--- config.mk ---
export PLATFORM = sky130hd
export DESIGN_NAME = ps2_kbd_decoder_flat
export DESIGN_NICKNAME = d
export VERILOG_FILES = /design/src/rtl/ps2_kbd_decoder_if.sv /design/src/rtl/ps2_kbd_decoder.sv /design/src/flat_wrapper.sv
export SDC_FILE = /design/constraint.sdc
export NUM_CORES = 1
export LEC_CHECK = 0
export ABC_AREA = 1
export CAP_MARGIN = 20
export CORE_MARGIN = 4
export CORE_UTILIZATION = 38
export CTS_CLUSTER_SIZE = 14
export DETAILED_ROUTE_END_ITERATION = 10
export PLACE_DENSITY = 0.53
export SLEW_MARGIN = 30
export SYNTH_ARGS = -nofsm -noshare
export SYNTH_HDL_FRONTEND = slang
export SYNTH_SLANG_ARGS = --single-unit
--- constraint.sdc ---
create_clock -name clk_sys -period 3.7 [get_ports clk_sys]
set_clock_uncertainty 0.2 [all_clocks]
set_input_delay 0.74 -clock clk_sys [delete_from_list [all_inputs] [get_ports clk_sys]]
set_output_delay 0.74 -clock clk_sys [all_outputs]
set_load 0.02 [all_outputs]
--- src/rtl/ps2_kbd_decoder_if.sv ---
// PS/2 keyboard decoder bundle: raw PS/2 pins in, decoded key events out.
// Master drives the PS/2 pins, slave is the decoder.
interface ps2_kbd_decoder_if;
  logic       ps2_kbd_clk;
  logic       ps2_kbd_data;
  logic       key_strobe;
  logic [7:0] key_code;
  logic       key_pressed;
  logic       key_extended;
  logic [7:0] keys;
  logic       parity_err;
  logic       frame_err;

  modport master (
    output ps2_kbd_clk,
    output ps2_kbd_data,
    input  key_strobe,
    input  key_code,
    input  key_pressed,
    input  key_extended,
    input  keys,
    input  parity_err,
    input  frame_err
  );

  modport slave (
    input  ps2_kbd_clk,
    input  ps2_kbd_data,
    output key_strobe,
    output key_code,
    output key_pressed,
    output key_extended,
    output keys,
    output parity_err,
    output frame_err
  );
endinterface

--- src/rtl/ps2_kbd_decoder.sv ---
// PS/2 set-2 keyboard decoder with E0/F0 prefixes and held-key vector.
// Optional mid-frame watchdog enabled by defining PS2_KBD_TIMEOUT_EN.
module ps2_kbd_decoder #(
  parameter int TIMEOUT_CYC = 2048
) (
  input logic            clk_sys,
  input logic            reset,
  ps2_kbd_decoder_if.slave bus
);

  typedef enum logic [2:0] {
    IDLE, DATA, PARITY, STOP, EVAL
  } state_t;

  if (TIMEOUT_CYC < 1 || TIMEOUT_CYC > 4094) begin : g_chk
    $error("TIMEOUT_CYC out of range");
  end

  state_t     state, state_n;
  logic [1:0] clk_sync, dat_sync;
  logic       clk_d;
  logic       fall, din;
  logic [2:0] bit_cnt;
  logic [7:0] sr;
  logic       par_bit, stop_bit;
  logic       rel, ext;
  logic [8:0] hk;
  logic       wd_to;

  logic       start, shift_en, par_ld, stop_ld, eval;
  logic       bad_stop, bad_par, ok;
  logic       is_f0, is_e0, is_e1;
  logic       do_strobe, do_perr, do_ferr;
  logic       set_rel, set_ext, clr_flags;

  logic       key_strobe_q, key_pressed_q, key_ext_q;
  logic       perr_q, ferr_q;
  logic [7:0] key_code_q;

  assign fall = clk_d & ~clk_sync[1];
  assign din  = dat_sync[1];

  // Two-flop synchronizers plus edge register on the PS/2 pins
  always_ff @(posedge clk_sys or posedge reset) begin
    if (reset) begin
      clk_sync <= 2'b11;
      dat_sync <= 2'b11;
      clk_d    <= 1'b1;
    end else begin
      clk_sync <= {clk_sync[0], bus.ps2_kbd_clk};
      dat_sync <= {dat_sync[0], bus.ps2_kbd_data};
      clk_d    <= clk_sync[1];
    end
  end

`ifdef PS2_KBD_TIMEOUT_EN
  localparam logic [11:0] WD_LIM = 12'(TIMEOUT_CYC);
  logic [11:0] wd_cnt;

  // Watchdog: cycles since last PS/2 clock fall, saturating
  always_ff @(posedge clk_sys or posedge reset) begin
    if (reset)
      wd_cnt <= '0;
    else if (fall)
      wd_cnt <= '0;
    else if (state != IDLE && wd_cnt != 12'hFFF)
      wd_cnt <= wd_cnt + 12'd1;
  end

  assign wd_to = (state != IDLE) && !fall && (wd_cnt >= WD_LIM);
`else
  assign wd_to = 1'b0;
`endif

  // State register
  always_ff @(posedge clk_sys or posedge reset) begin
    if (reset) state <= IDLE;
    else       state <= state_n;
  end

  // Next-state logic, one frame bit per clock fall
  always_comb begin
    state_n = state;
    unique case (state)
      IDLE:    if (fall && !din)            state_n = DATA;
      DATA:    if (fall && bit_cnt == 3'd7) state_n = PARITY;
      PARITY:  if (fall)                    state_n = STOP;
      STOP:    if (fall)                    state_n = EVAL;
      EVAL:                                 state_n = IDLE;
      default:                              state_n = IDLE;
    endcase
    if (wd_to) state_n = IDLE;
  end

  // FSM control outputs
  always_comb begin
    start    = 1'b0;
    shift_en = 1'b0;
    par_ld   = 1'b0;
    stop_ld  = 1'b0;
    eval     = 1'b0;
    unique case (state)
      IDLE:    start    = fall & ~din;
      DATA:    shift_en = fall;
      PARITY:  par_ld   = fall;
      STOP:    stop_ld  = fall;
      EVAL:    eval     = 1'b1;
      default: ;
    endcase
  end

  // Frame evaluation: errors, prefixes, or a real scancode
  always_comb begin
    bad_stop  = ~stop_bit;
    bad_par   = ~(^{sr, par_bit});
    is_f0     = (sr == 8'hF0);
    is_e0     = (sr == 8'hE0);
    is_e1     = (sr == 8'hE1);
    ok        = eval & ~bad_stop & ~bad_par;
    do_ferr   = (eval & bad_stop) | wd_to;
    do_perr   = eval & ~bad_stop & bad_par;
    set_rel   = ok & is_f0;
    set_ext   = ok & is_e0;
    do_strobe = ok & ~is_f0 & ~is_e0 & ~is_e1;
    clr_flags = do_ferr | do_perr | do_strobe;
  end

  // Frame capture and prefix flags
  always_ff @(posedge clk_sys or posedge reset) begin
    if (reset) begin
      bit_cnt  <= '0;
      sr       <= '0;
      par_bit  <= 1'b0;
      stop_bit <= 1'b0;
      rel      <= 1'b0;
      ext      <= 1'b0;
    end else begin
      if (start)         bit_cnt <= '0;
      else if (shift_en) bit_cnt <= bit_cnt + 3'd1;
      if (shift_en) sr       <= {din, sr[7:1]};
      if (par_ld)   par_bit  <= din;
      if (stop_ld)  stop_bit <= din;
      if (clr_flags) begin
        rel <= 1'b0;
        ext <= 1'b0;
      end else begin
        if (set_rel) rel <= 1'b1;
        if (set_ext) ext <= 1'b1;
      end
    end
  end

  // Event outputs and held-key tracking
  always_ff @(posedge clk_sys or posedge reset) begin
    if (reset) begin
      key_strobe_q  <= 1'b0;
      key_code_q    <= '0;
      key_pressed_q <= 1'b0;
      key_ext_q     <= 1'b0;
      perr_q        <= 1'b0;
      ferr_q        <= 1'b0;
      hk            <= '0;
    end else begin
      key_strobe_q <= do_strobe;
      perr_q       <= do_perr;
      ferr_q       <= do_ferr;
      if (do_strobe) begin
        key_code_q    <= sr;
        key_pressed_q <= ~rel;
        key_ext_q     <= ext;
        case ({ext, sr})
          9'h174:  hk[0] <= ~rel;
          9'h16B:  hk[1] <= ~rel;
          9'h172:  hk[2] <= ~rel;
          9'h175:  hk[3] <= ~rel;
          9'h014:  hk[4] <= ~rel;
          9'h011:  hk[5] <= ~rel;
          9'h029:  hk[6] <= ~rel;
          9'h016:  hk[7] <= ~rel;
          9'h02E:  hk[8] <= ~rel;
          default: ;
        endcase
      end
    end
  end

  assign bus.key_strobe   = key_strobe_q;
  assign bus.key_code     = key_code_q;
  assign bus.key_pressed  = key_pressed_q;
  assign bus.key_extended = key_ext_q;
  assign bus.parity_err   = perr_q;
  assign bus.frame_err    = ferr_q;
  assign bus.keys = {hk[8], hk[7], hk[5] | hk[6], hk[4:0]};

endmodule

--- src/flat_wrapper.sv ---
// flat-port wrapper written by rule: the top's interface ports become plain ports
module ps2_kbd_decoder_flat 
#(
  parameter int TIMEOUT_CYC = 2048
)
  (clk_sys, reset, bus_ps2_kbd_clk, bus_ps2_kbd_data, bus_key_strobe, bus_key_code, bus_key_pressed, bus_key_extended, bus_keys, bus_parity_err, bus_frame_err);
  ps2_kbd_decoder_if bus_i ();
  input logic clk_sys;
  input logic reset;
  input wire logic [$bits(bus_i.ps2_kbd_clk)-1:0] bus_ps2_kbd_clk;
  input wire logic [$bits(bus_i.ps2_kbd_data)-1:0] bus_ps2_kbd_data;
  output wire logic [$bits(bus_i.key_strobe)-1:0] bus_key_strobe;
  output wire logic [$bits(bus_i.key_code)-1:0] bus_key_code;
  output wire logic [$bits(bus_i.key_pressed)-1:0] bus_key_pressed;
  output wire logic [$bits(bus_i.key_extended)-1:0] bus_key_extended;
  output wire logic [$bits(bus_i.keys)-1:0] bus_keys;
  output wire logic [$bits(bus_i.parity_err)-1:0] bus_parity_err;
  output wire logic [$bits(bus_i.frame_err)-1:0] bus_frame_err;
  assign bus_i.ps2_kbd_clk = bus_ps2_kbd_clk;
  assign bus_i.ps2_kbd_data = bus_ps2_kbd_data;
  assign bus_key_strobe = bus_i.key_strobe;
  assign bus_key_code = bus_i.key_code;
  assign bus_key_pressed = bus_i.key_pressed;
  assign bus_key_extended = bus_i.key_extended;
  assign bus_keys = bus_i.keys;
  assign bus_parity_err = bus_i.parity_err;
  assign bus_frame_err = bus_i.frame_err;
  ps2_kbd_decoder #(.TIMEOUT_CYC(TIMEOUT_CYC)) u_core (.clk_sys(clk_sys), .reset(reset), .bus(bus_i));
endmodule
==> results_dict.tcl <==
set metrics [dict create \
    mostFrequentLayoutCells "61 x nand2_1, 40 x dfrtp_1, 24 x clkdlybuf4s50_1" \
    outcome "completed" \
    slew_headroom_pct 47.8 \
    top_layer "met4" \
    final_layout_size_suffix_gt1_share_pct 19.5 \
    synth_ff_type "dfrtp_1" \
    syn_nets 268 \
    ctsResizeCount 0 \
    start_util_pct 39.1 \
    synth_area_um2 2300 \
    syn_inst 262 \
    synth-edff-count 0 \
    cts_tree "yes" \
    setup_viol 0 \
    wire_per_inst_um 12.9 \
    power.density_nw_per_um2 629 \
    finalHoldViolations 0 \
    grt_max_degree 46 \
    wl_met3_um 219 \
    period_needed_ns 2.45 \
    min_path_type "reg -> reg" \
    grt_overflow 0 \
    routed_via_density 4.92 \
    dr.pass1.iters 4 \
    yosysUniqueCellTypes 29 \
    critPathKind "reg -> out" \
    tns_ns 0 \
    place_area_um2 2540 \
    wl_um 4600 \
    pin_count 25 \
    timing.final.crit_share_pct 66.3 \
    m1WireLength_um 2180 \
    antenna_cells 0 \
    place.gp.congestion 0.936 \
    dp_hpwl_um 3330 \
    worst_pin_slew_ns 0.781 \
    vdd_drop_max_v 0.000324 \
    crit_path_end_kind "output port" \
    final_area_um2 2660 \
    vias 1755 \
    insertion_delay_ns 0.31 \
    dieArea_um2 7370 \
    leakage_nw 1.21 \
    critPathMaxFanout 2 \
    grt_pass1_wl_um 7930 \
    async_reset_ff_share_pct 100 \
    yosysSeqAreaShare_pct 49.2 \
    drt_iter0_markers 81 \
    die_h_um 85.8 \
    cts_buffer_depth 2 \
    finalNetCount 287 \
    cts.sinks 45 \
    mostFrequentLayoutCell "nand2_1" \
    cts_hold_buf 0 \
    slew_violations 0 \
    start_kind "register" \
    cts_root_buf "clkbuf_8" \
    wl_met2_um 2180 \
    grt_setup_unrepaired "no" \
    ant_nets 0 \
    yosysWarningCount 0 \
    buffer_ports.inserted 24 \
    die_w_um 85.8 \
    maxCapViolCount 0 \
    grt_util_all_layers_pct 13.7 \
    antenna_found_initial 0 \
    area_delta_synth_final_pct 15.5 \
    synth_seq_cells 45 \
    max_freq_ghz 0.407 \
    cts_buffers 5 \
    critPathArrivalTime_ns 1.51 \
    core_um2 5890 \
    rows 28 \
    route.detailed.drc 0 \
    syn-mean-instance-area_um2 8.79 \
    htreeDepth 2 \
    post-cts-setup-buffers 0 \
    cp.required_ns 2.76 \
    grt_pass1_vias 1654 \
    cts.reportedPaths.clkPinSlew_ns 0.09 \
    fillers 595 \
]
-- cell families (layout without fill, tap and decap cells) --
group / after synthesis / in the layout / share of synthesized area, %
and+or+nand+nor: 144 / 144 / 31.0
AOI/OAI and AO/OA: 29 / 29 / 8.91
xor gates and xnor gates: 1 / 1 / 0.707
DFF: 45 / 45 / 49.2
adders and majority gates: 2 / 2 / 1.09
buffers and inverters: 41 / 61 / 9.13
-- worst max-delay path, stage by stage (launching register included) --
cell	delay, ns
dfrtp_1	0.39
or2_2	0.29
clkdlybuf4s50_1	0.54
-- sequential cells by signal (all words and copies together), names as in the netlist, 2 cells and up --
signal,count
u_core.dat_sync,2
u_core.hk,9
u_core.sr,8
u_core.state,3
u_core.bit_cnt,3
u_core.clk_sync,2
u_core.bus.key_code,8
-- power by group --
group	switching, mW	internal, mW
logic	0.407	0.199
clock network	0.178	0.220
registers	0.0908	0.577
total	0.676	0.996
-- cells in the mapped netlist (3+ instances only) --
cell type / number / area share (%)
a21oi_1: 4 / 0.87
buf_4: 9 / 2.9
buf_6: 3 / 1.5
dfrtp_1: 40 / 43
dfstp_2: 5 / 5.7
inv_1: 21 / 3.4
inv_2: 6 / 0.98
nand2_1: 61 / 9.9
nand2_2: 11 / 3.0
nand2_4: 3 / 1.5
nand3_1: 19 / 4.1
nand3_2: 4 / 1.7
nand4_1: 12 / 3.3
nor2_1: 21 / 3.4
nor3_1: 5 / 1.1
nor4_1: 4 / 1.1
o21ai_0: 11 / 2.4
o21ai_2: 10 / 3.8
-- cell type report --
class / count / area, um2 / share of cell area (%)
clock buffer: 6 / 82.6 / 3.10
clock inverter: 2 / 37.5 / 1.41
inverter: 28 / 106 / 4.00
multi-input combinational: 176 / 960 / 36.1
sequential: 45 / 1130 / 42.6
tap: 75 / 93.8 / 3.53
timing repair buffer: 25 / 248 / 9.31
-- per-stage QoR --
step	std cells	utilization [%]	hold slack (ns)	worst slack, ns	power, mW
2_1_floorplan	262	-	0.145	1.71	1.16
3_3_place_gp	349	43.1	0.146	1.53	1.28
3_5_place_dp	349	43.1	0.148	1.53	1.28
4_1_cts	357	45.2	0.161	1.23	1.68
5_1_grt	357	45.2	0.166	1.19	1.79
6_report	357	45.2	0.159	1.25	1.67
-- final timing paths --
path                                         start                endpoint  slack [ns]  cells after the start
min in group asynchronous                    reset  u_core.bus.key_code[2]        0.67                      2
worst min register to register  u_core.dat_sync[0]      u_core.dat_sync[1]        0.16                      0
max in group asynchronous                    reset            u_core.hk[0]        2.17                      2
worst min-delay path            u_core.dat_sync[0]      u_core.dat_sync[1]        0.16                      0
worst max-delay path                  u_core.hk[6]             bus_keys[5]        1.25                      2
worst max register to register        u_core.sr[1]  u_core.bus.key_code[3]        1.52                     12
-- metal layers --
layer / GRT usage, % / vias to the layer above
met4: 3.45 / 0
met1: 17.3 / 829
met2: 23.0 / 32
li1: - / 892
met3: 4.03 / 2
met5: 0 / -
No activity file was read; power rests on OpenSTA's default activity.
